**config.mk**
```make
export PLATFORM = sky130hd
export DESIGN_NAME = ahb_arbiter_flat
export DESIGN_NICKNAME = d
export VERILOG_FILES = /design/src/rtl/ahb_arbiter_pkg.sv /design/src/rtl/ahb_arbiter_if.sv /design/src/rtl/ahb_arbiter_rr_pick.sv /design/src/rtl/ahb_arbiter.sv /design/src/flat_wrapper.sv
export SDC_FILE = /design/constraint.sdc
export NUM_CORES = 1
export LEC_CHECK = 0
export BUFFER_PORTS_ARGS = -buffer_cell sky130_fd_sc_hd__clkbuf_2
export CAP_MARGIN = 20
export CELL_PAD_IN_SITES_DETAIL_PLACEMENT = 1
export CELL_PAD_IN_SITES_GLOBAL_PLACEMENT = 1
export CORE_MARGIN = 1
export CORE_UTILIZATION = 42
export CTS_BUF_LIST = sky130_fd_sc_hd__clkbuf_8 sky130_fd_sc_hd__clkbuf_16
export DETAILED_ROUTE_END_ITERATION = 8
export HOLD_SLACK_MARGIN = 0.05
export PLACE_DENSITY_LB_ADDON = 0.1
export SLEW_MARGIN = 10
export SYNTH_ARGS = -nofsm -noshare
export SYNTH_HDL_FRONTEND = slang
export SYNTH_HIERARCHICAL = 1
export SYNTH_SLANG_ARGS = --single-unit
```
**constraint.sdc**
```tcl
create_clock -name hclk -period 5.5 [get_ports hclk]
set_input_delay 0 -clock hclk [delete_from_list [all_inputs] [get_ports hclk]]
set_output_delay 0 -clock hclk [all_outputs]
set_load 0.05 [all_outputs]
```
**src/rtl/ahb_arbiter_pkg.sv**
```systemverilog
// Shared AHB encodings, arbiter state type and burst-length helper used by
// the arbiter, its interface and the bench.
package ahb_pkg;

  localparam logic [1:0] HTRANS_IDLE   = 2'b00;
  localparam logic [1:0] HTRANS_BUSY   = 2'b01;
  localparam logic [1:0] HTRANS_NONSEQ = 2'b10;
  localparam logic [1:0] HTRANS_SEQ    = 2'b11;

  localparam logic [2:0] HBURST_SINGLE = 3'b000;
  localparam logic [2:0] HBURST_INCR   = 3'b001;
  localparam logic [2:0] HBURST_WRAP4  = 3'b010;
  localparam logic [2:0] HBURST_INCR4  = 3'b011;
  localparam logic [2:0] HBURST_WRAP8  = 3'b100;
  localparam logic [2:0] HBURST_INCR8  = 3'b101;
  localparam logic [2:0] HBURST_WRAP16 = 3'b110;
  localparam logic [2:0] HBURST_INCR16 = 3'b111;

  typedef enum logic [1:0] {
    ST_PARK  = 2'd0,
    ST_OWN   = 2'd1,
    ST_BURST = 2'd2,
    ST_LOCK  = 2'd3
  } arb_state_t;

  // SINGLE and undefined-length INCR both count as one protected beat.
  function automatic logic [4:0] burst_len(input logic [2:0] hburst);
    case (hburst[2:1])
      2'b01:   return 5'd4;
      2'b10:   return 5'd8;
      2'b11:   return 5'd16;
      default: return 5'd1;
    endcase
  endfunction

  function automatic logic is_fixed_burst(input logic [2:0] hburst);
    return hburst[2:1] != 2'b00;
  endfunction

endpackage

```
**src/rtl/ahb_arbiter_if.sv**
```systemverilog
// Arbiter-facing bus signals; slave = arbiter side, master = environment side.
interface ahb_arbiter_if #(
  parameter int NUM_MASTERS = 3
);
  import ahb_pkg::*;

  // A transfer (address phase) is accepted on a rising hclk edge with
  // hready=1; with hready=0 every arbiter register holds its value.
  logic [NUM_MASTERS-1:0] hbusreq;
  logic [NUM_MASTERS-1:0] hlock;
  logic [1:0]             htrans;
  logic [2:0]             hburst;
  logic                   hready;
  logic [NUM_MASTERS-1:0] hgrant;
  logic [1:0]             hmaster;
  logic [1:0]             hmaster_d;
  logic                   hmastlock;
  arb_state_t             state;
  logic [4:0]             beat_cnt;

  modport slave (
    input  hbusreq, hlock, htrans, hburst, hready,
    output hgrant, hmaster, hmaster_d, hmastlock, state, beat_cnt
  );

  modport master (
    output hbusreq, hlock, htrans, hburst, hready,
    input  hgrant, hmaster, hmaster_d, hmastlock, state, beat_cnt
  );

endinterface

```
**src/rtl/ahb_arbiter_rr_pick.sv**
```systemverilog
// Combinational round-robin picker: first requester after 'last', with
// 'last' itself searched at the very end.
module rr_pick #(
  parameter int N = 3
) (
  input  logic [N-1:0] req,
  input  logic [1:0]   last,
  output logic [1:0]   pick,
  output logic         valid
);

  int         cand;
  logic [1:0] cand_idx;

  always_comb begin
    pick     = last;
    valid    = 1'b0;
    cand     = 0;
    cand_idx = '0;
    for (int i = 1; i <= N; i++) begin
      cand     = (int'(last) + i) % N;
      cand_idx = 2'(cand);
      if (!valid && req[cand_idx]) begin
        valid = 1'b1;
        pick  = cand_idx;
      end
    end
  end

endmodule

```
**src/rtl/ahb_arbiter.sv**
```systemverilog
// Round-robin AHB bus arbiter with fixed-burst and locked-sequence protection.
// Drives one-hot grant plus address- and data-phase owner indices.
module ahb_arbiter
  import ahb_pkg::*;
#(
  parameter int NUM_MASTERS    = 3,
  parameter int DEFAULT_MASTER = 0
) (
  input logic          hclk,
  input logic          hresetn,
  ahb_arbiter_if.slave bus
);

  localparam logic [NUM_MASTERS-1:0] ONE       = {{(NUM_MASTERS-1){1'b0}}, 1'b1};
  localparam logic [NUM_MASTERS-1:0] DEF_GRANT = ONE << DEFAULT_MASTER;
  localparam logic [1:0]             DEF_IDX   = 2'(DEFAULT_MASTER);

  logic [NUM_MASTERS-1:0] hgrant_q, grant_next;
  logic [1:0]             hmaster_q, hmaster_d_q;
  logic                   hmastlock_q;
  logic [4:0]             beat_cnt_q, beat_next;
  arb_state_t             state_q, state_next;

  logic [1:0] grant_idx;
  logic [1:0] pick_idx;
  logic       pick_valid;
  logic       is_nonseq, is_seq, fixed_nonseq;
  logic       lock_hold, arb_ok;

  always_comb begin
    grant_idx = '0;
    for (int i = 0; i < NUM_MASTERS; i++) begin
      if (hgrant_q[i]) grant_idx = 2'(i);
    end
  end

  assign is_nonseq    = (bus.htrans == HTRANS_NONSEQ);
  assign is_seq       = (bus.htrans == HTRANS_SEQ);
  assign fixed_nonseq = is_nonseq && is_fixed_burst(bus.hburst);
  assign lock_hold    = bus.hlock[hmaster_q] | hmastlock_q;

  // Handover is allowed in the address phase of a burst's last beat, so the
  // next owner gets its grant while that beat completes.
  assign arb_ok = bus.hready && !lock_hold && !fixed_nonseq &&
                  ((beat_cnt_q == 5'd0) || ((beat_cnt_q == 5'd1) && is_seq));

  // Rotation is anchored on the most recent grant so that continuous
  // requesters are served strictly in turn, one transfer each.
  rr_pick #(.N(NUM_MASTERS)) u_pick (
    .req   (bus.hbusreq),
    .last  (grant_idx),
    .pick  (pick_idx),
    .valid (pick_valid)
  );

  always_comb begin
    grant_next = hgrant_q;
    beat_next  = beat_cnt_q;
    state_next = state_q;
    if (arb_ok) begin
      grant_next = pick_valid ? (ONE << pick_idx) : DEF_GRANT;
    end
    if (bus.hready) begin
      if (is_nonseq) begin
        beat_next = fixed_nonseq ? (burst_len(bus.hburst) - 5'd1) : 5'd0;
      end else if (is_seq && (beat_cnt_q != 5'd0)) begin
        beat_next = beat_cnt_q - 5'd1;
      end
      if (lock_hold) begin
        state_next = ST_LOCK;
      end else if (beat_next != 5'd0) begin
        state_next = ST_BURST;
      end else if (arb_ok) begin
        state_next = pick_valid ? ST_OWN : ST_PARK;
      end else if (state_q == ST_BURST) begin
        state_next = ST_OWN;
      end
    end
  end

  always_ff @(posedge hclk) begin
    if (!hresetn) begin
      hgrant_q    <= DEF_GRANT;
      hmaster_q   <= DEF_IDX;
      hmaster_d_q <= DEF_IDX;
      hmastlock_q <= 1'b0;
      beat_cnt_q  <= 5'd0;
      state_q     <= ST_PARK;
    end else begin
      hgrant_q   <= grant_next;
      beat_cnt_q <= beat_next;
      state_q    <= state_next;
      if (bus.hready) begin
        hmaster_q   <= grant_idx;
        hmaster_d_q <= hmaster_q;
        hmastlock_q <= bus.hlock[grant_idx];
      end
    end
  end

  assign bus.hgrant    = hgrant_q;
  assign bus.hmaster   = hmaster_q;
  assign bus.hmaster_d = hmaster_d_q;
  assign bus.hmastlock = hmastlock_q;
  assign bus.beat_cnt  = beat_cnt_q;
  assign bus.state     = state_q;

endmodule

```
**src/flat_wrapper.sv**
```systemverilog
// flat-port wrapper written by rule: the top's interface ports become plain ports
module ahb_arbiter_flat import ahb_pkg::*;
#(
  parameter int NUM_MASTERS    = 3,
  parameter int DEFAULT_MASTER = 0
)
  (hclk, hresetn, bus_hbusreq, bus_hlock, bus_htrans, bus_hburst, bus_hready, bus_hgrant, bus_hmaster, bus_hmaster_d, bus_hmastlock, bus_state, bus_beat_cnt);
  ahb_arbiter_if #(.NUM_MASTERS(NUM_MASTERS)) bus_i ();
  input logic hclk;
  input logic hresetn;
  input wire logic [$bits(bus_i.hbusreq)-1:0] bus_hbusreq;
  input wire logic [$bits(bus_i.hlock)-1:0] bus_hlock;
  input wire logic [$bits(bus_i.htrans)-1:0] bus_htrans;
  input wire logic [$bits(bus_i.hburst)-1:0] bus_hburst;
  input wire logic [$bits(bus_i.hready)-1:0] bus_hready;
  output wire logic [$bits(bus_i.hgrant)-1:0] bus_hgrant;
  output wire logic [$bits(bus_i.hmaster)-1:0] bus_hmaster;
  output wire logic [$bits(bus_i.hmaster_d)-1:0] bus_hmaster_d;
  output wire logic [$bits(bus_i.hmastlock)-1:0] bus_hmastlock;
  output wire logic [$bits(bus_i.state)-1:0] bus_state;
  output wire logic [$bits(bus_i.beat_cnt)-1:0] bus_beat_cnt;
  assign bus_i.hbusreq = bus_hbusreq;
  assign bus_i.hlock = bus_hlock;
  assign bus_i.htrans = bus_htrans;
  assign bus_i.hburst = bus_hburst;
  assign bus_i.hready = bus_hready;
  assign bus_hgrant = bus_i.hgrant;
  assign bus_hmaster = bus_i.hmaster;
  assign bus_hmaster_d = bus_i.hmaster_d;
  assign bus_hmastlock = bus_i.hmastlock;
  assign bus_state = bus_i.state;
  assign bus_beat_cnt = bus_i.beat_cnt;
  ahb_arbiter #(.NUM_MASTERS(NUM_MASTERS), .DEFAULT_MASTER(DEFAULT_MASTER)) u_core (.hclk(hclk), .hresetn(hresetn), .bus(bus_i));
endmodule
```
==> results.ini <==
[clock_tree]
cts_buffers=3
clock-root-buffer=clkbuf_8
ctsHtreeMaxLevel=1
cts_resized=0
postCtsSetupBuffers=0
clock-sinks=15
cts_tree=built
clk_pin_slew_ns=0.07
cts_buffer_depth=2
insertion_delay_ns=0.25
cts-hold-fix-buffers=0

[synth]
synthAdderAreaFrac_pct=5.07
synthSimpleGateAreaFrac_pct=23.8
ys_seq_area_share_pct=24.3
yosys_warnings=6
async_flop_share_pct=0
avgSynthCellArea_um2=8.18
synth_flop_cell=dfxtp_1
synth_edf_count=0
synth.top_cell.area_share_pct=24.3
syn_inst=151
synth-seq-cells=15
syn_area_um2=1230
synth_fp_nets=170
synth_top_family_by_area=compound AO/OA/AOI/OAI gates
synth_compound_area_share_pct=31.0
synth_xor_area_share_pct=0
synthMuxAreaShare_pct=9.02
yosysTopAreaCell=dfxtp_1
ys_types=46
synth_area_leaders=dfxtp_1 (24%), mux2i_1 (8.1%), nor2b_1 (6.1%), o21ai_0 (5.3%), ha_1 (5.1%)

[timing]
setup_violations=0
final.min_clock_period_ns=2.78
clock.fmax_ghz=0.360
final_max_slew_viol_count=0
skew_ns=0.00262
grt_setup_unrepaired=no
hold_viol_final=0
tightest_slew_ns=0.600
finalCritPeriodShare_pct=50.5
relSlewSlack_pct=59.7
hold_ws_ns=0.0600
fin_tns_setup_ns=0
finalWorstSetupSlack_ns=2.72

[setup_path]
worstPathMaxFanout=15
crit_path_frequent_cell=inv_1
required_ns=5.70
worstPathArrival_ns=2.97
cp_slowest_stage_delay_ns=0.57
start_kind=flip-flop
endpoint_kind=flip-flop
crit_chain=nor2b_1 > inv_1 > ha_1 > or3_1 > a21oi_1 > a311oi_1 > inv_1 > a221oi_2 > o221a_2
path_class=flip-flop to flip-flop
crit_path_top_delay_cell=ha_1

[detailed_routing]
antenna_left=0
finalWirelength_um=3310
first_pass_iters=4
vias=1234
wl_per_cell_um=16.2
routed_via_density=6.05
remaining_drc_errors=0
initialDrtViolationCount=94

[floorplanning]
die_area_um2=3160
die-width_um=56.2
start_util_pct=44.4
core-area_um2=2780
fp.dieH_um=56.2
io_pins=29
rows=19

[finish]
layout.nets=193
syn_to_final_growth_pct=14.3
final_cell_mix=clkbuf_2 (27), dfxtp_1 (15), o21ai_0 (13)
diodes=0
final_common_cell=clkbuf_2
nFillCells=357
final_area_um2=1410
layout-drive-gt1-share_pct=23.1

[place]
port_buffers=27
post-place-ws_ns=2.76
dpl_cell_area_um2=1360
gp_congestion=0.828
dp_hpwl_um=2320

[power_and_ir_drop]
power_switching_uw=112
clockPowerShare_pct=29.1
p_per_area_nw_per_um2=224
p_leak_uw=0.000582
p_int_uw=204
vdd_drop_max_uv=180
p_total_uw=316
sw_frac_of_total_pct=35.5
seq_power_share_pct=38.7
p_comb_share_pct=32.2

[global_route]
grt-ovfl-total=0
grt_pass1_vias=1117
grt_max_degree=18
grt_pass1_wl_um=5420
grt_antenna_before_repair=0
grtUsageTotal_pct=21.4

[flow_run]
cap_violations=0

[worst_hold_path]
hold_path_class=input port to flip-flop

[outcome]
status=complete, no violations

## power by group through the flow
stage	combinational, µW	sequential (µW)	clock [µW]
CTS	101	122	93.9
global route	109	123	99.5
detailed placement	99.8	124	0
global placement	96.7	124	0
finish	102	122	91.9
floorplan	59.2	141	0
## final timing paths
kind,start,to,slack (ns),cells past startpoint
max reg2reg,u_core/bus.hgrant[2],u_core/bus.state[0],2.72,9
min reg2reg,u_core/bus.hgrant[0],u_core/bus.hgrant[0],0.51,2
max,u_core/bus.hgrant[2],u_core/bus.state[0],2.72,9
min,bus_hburst[2],u_core/bus.beat_cnt[2],0.06,3
## cell families after synthesis
group / Yosys count
AOI/OAI and AO/OA: 53
and+or+nand+nor: 48
muxes: 11
buffers and inverters: 19
adders and majority gates: 5
DFF: 15
## synth_stat cells (3+ instances only)
master / count
dfxtp_1: 15
nand3_1: 4
nand2_1: 10
mux2i_1: 10
a311oi_1: 3
ha_1: 5
o21ai_0: 13
nand4b_1: 3
nor2b_1: 12
buf_2: 4
nor2_1: 4
a21oi_1: 9
a21boi_0: 4
clkbuf_1: 3
inv_1: 10
o31ai_1: 3
## layout make-up
type	instances	area (µm²)	area share (%)
clock buffer	3	41.3	2.93
clock inverter	1	7.51	0.532
inverter	10	37.5	2.66
multi-input combinational	117	851	60.3
sequential	15	300	21.3
tap	31	38.8	2.75
timing repair buffer	27	135	9.57
## critical path, delay by kind of cell, from the launching register on
kind | cells | cell delay (ns)
flip-flops | 1 | 0.40
adder cells (fa/ha/maj) | 1 | 0.57
AO/OA/AOI/OAI | 4 | 1.12
AND/OR/NAND/NOR | 2 | 0.45
buffers and inverters | 2 | 0.20
## state kept, by name (all words and copies together) (netlist names)
register              flops
u_core/bus.beat_cnt       5
u_core/bus.hmaster_d      2
u_core/bus.hmaster        2
u_core/bus.hgrant         3
u_core/bus.state          2
u_core/bus.hmastlock      1
## stage by stage
stage          std cells  utilization, %
2_1_floorplan        151               -
3_3_place_gp         200            49.0
3_5_place_dp         200            49.0
4_1_cts              204            50.7
5_1_grt              204            50.7
6_report             204            50.7
## per-layer routing
layer	vias to the layer above	GRT usage (%)	part of all wire [%]
met1	594	28.4	46
met5	-	0	0
met3	4	2.09	2.4
met4	0	5.23	0.39
met2	26	37.1	51
li1	610	-	-
No activity file was read; power rests on OpenSTA's default activity.
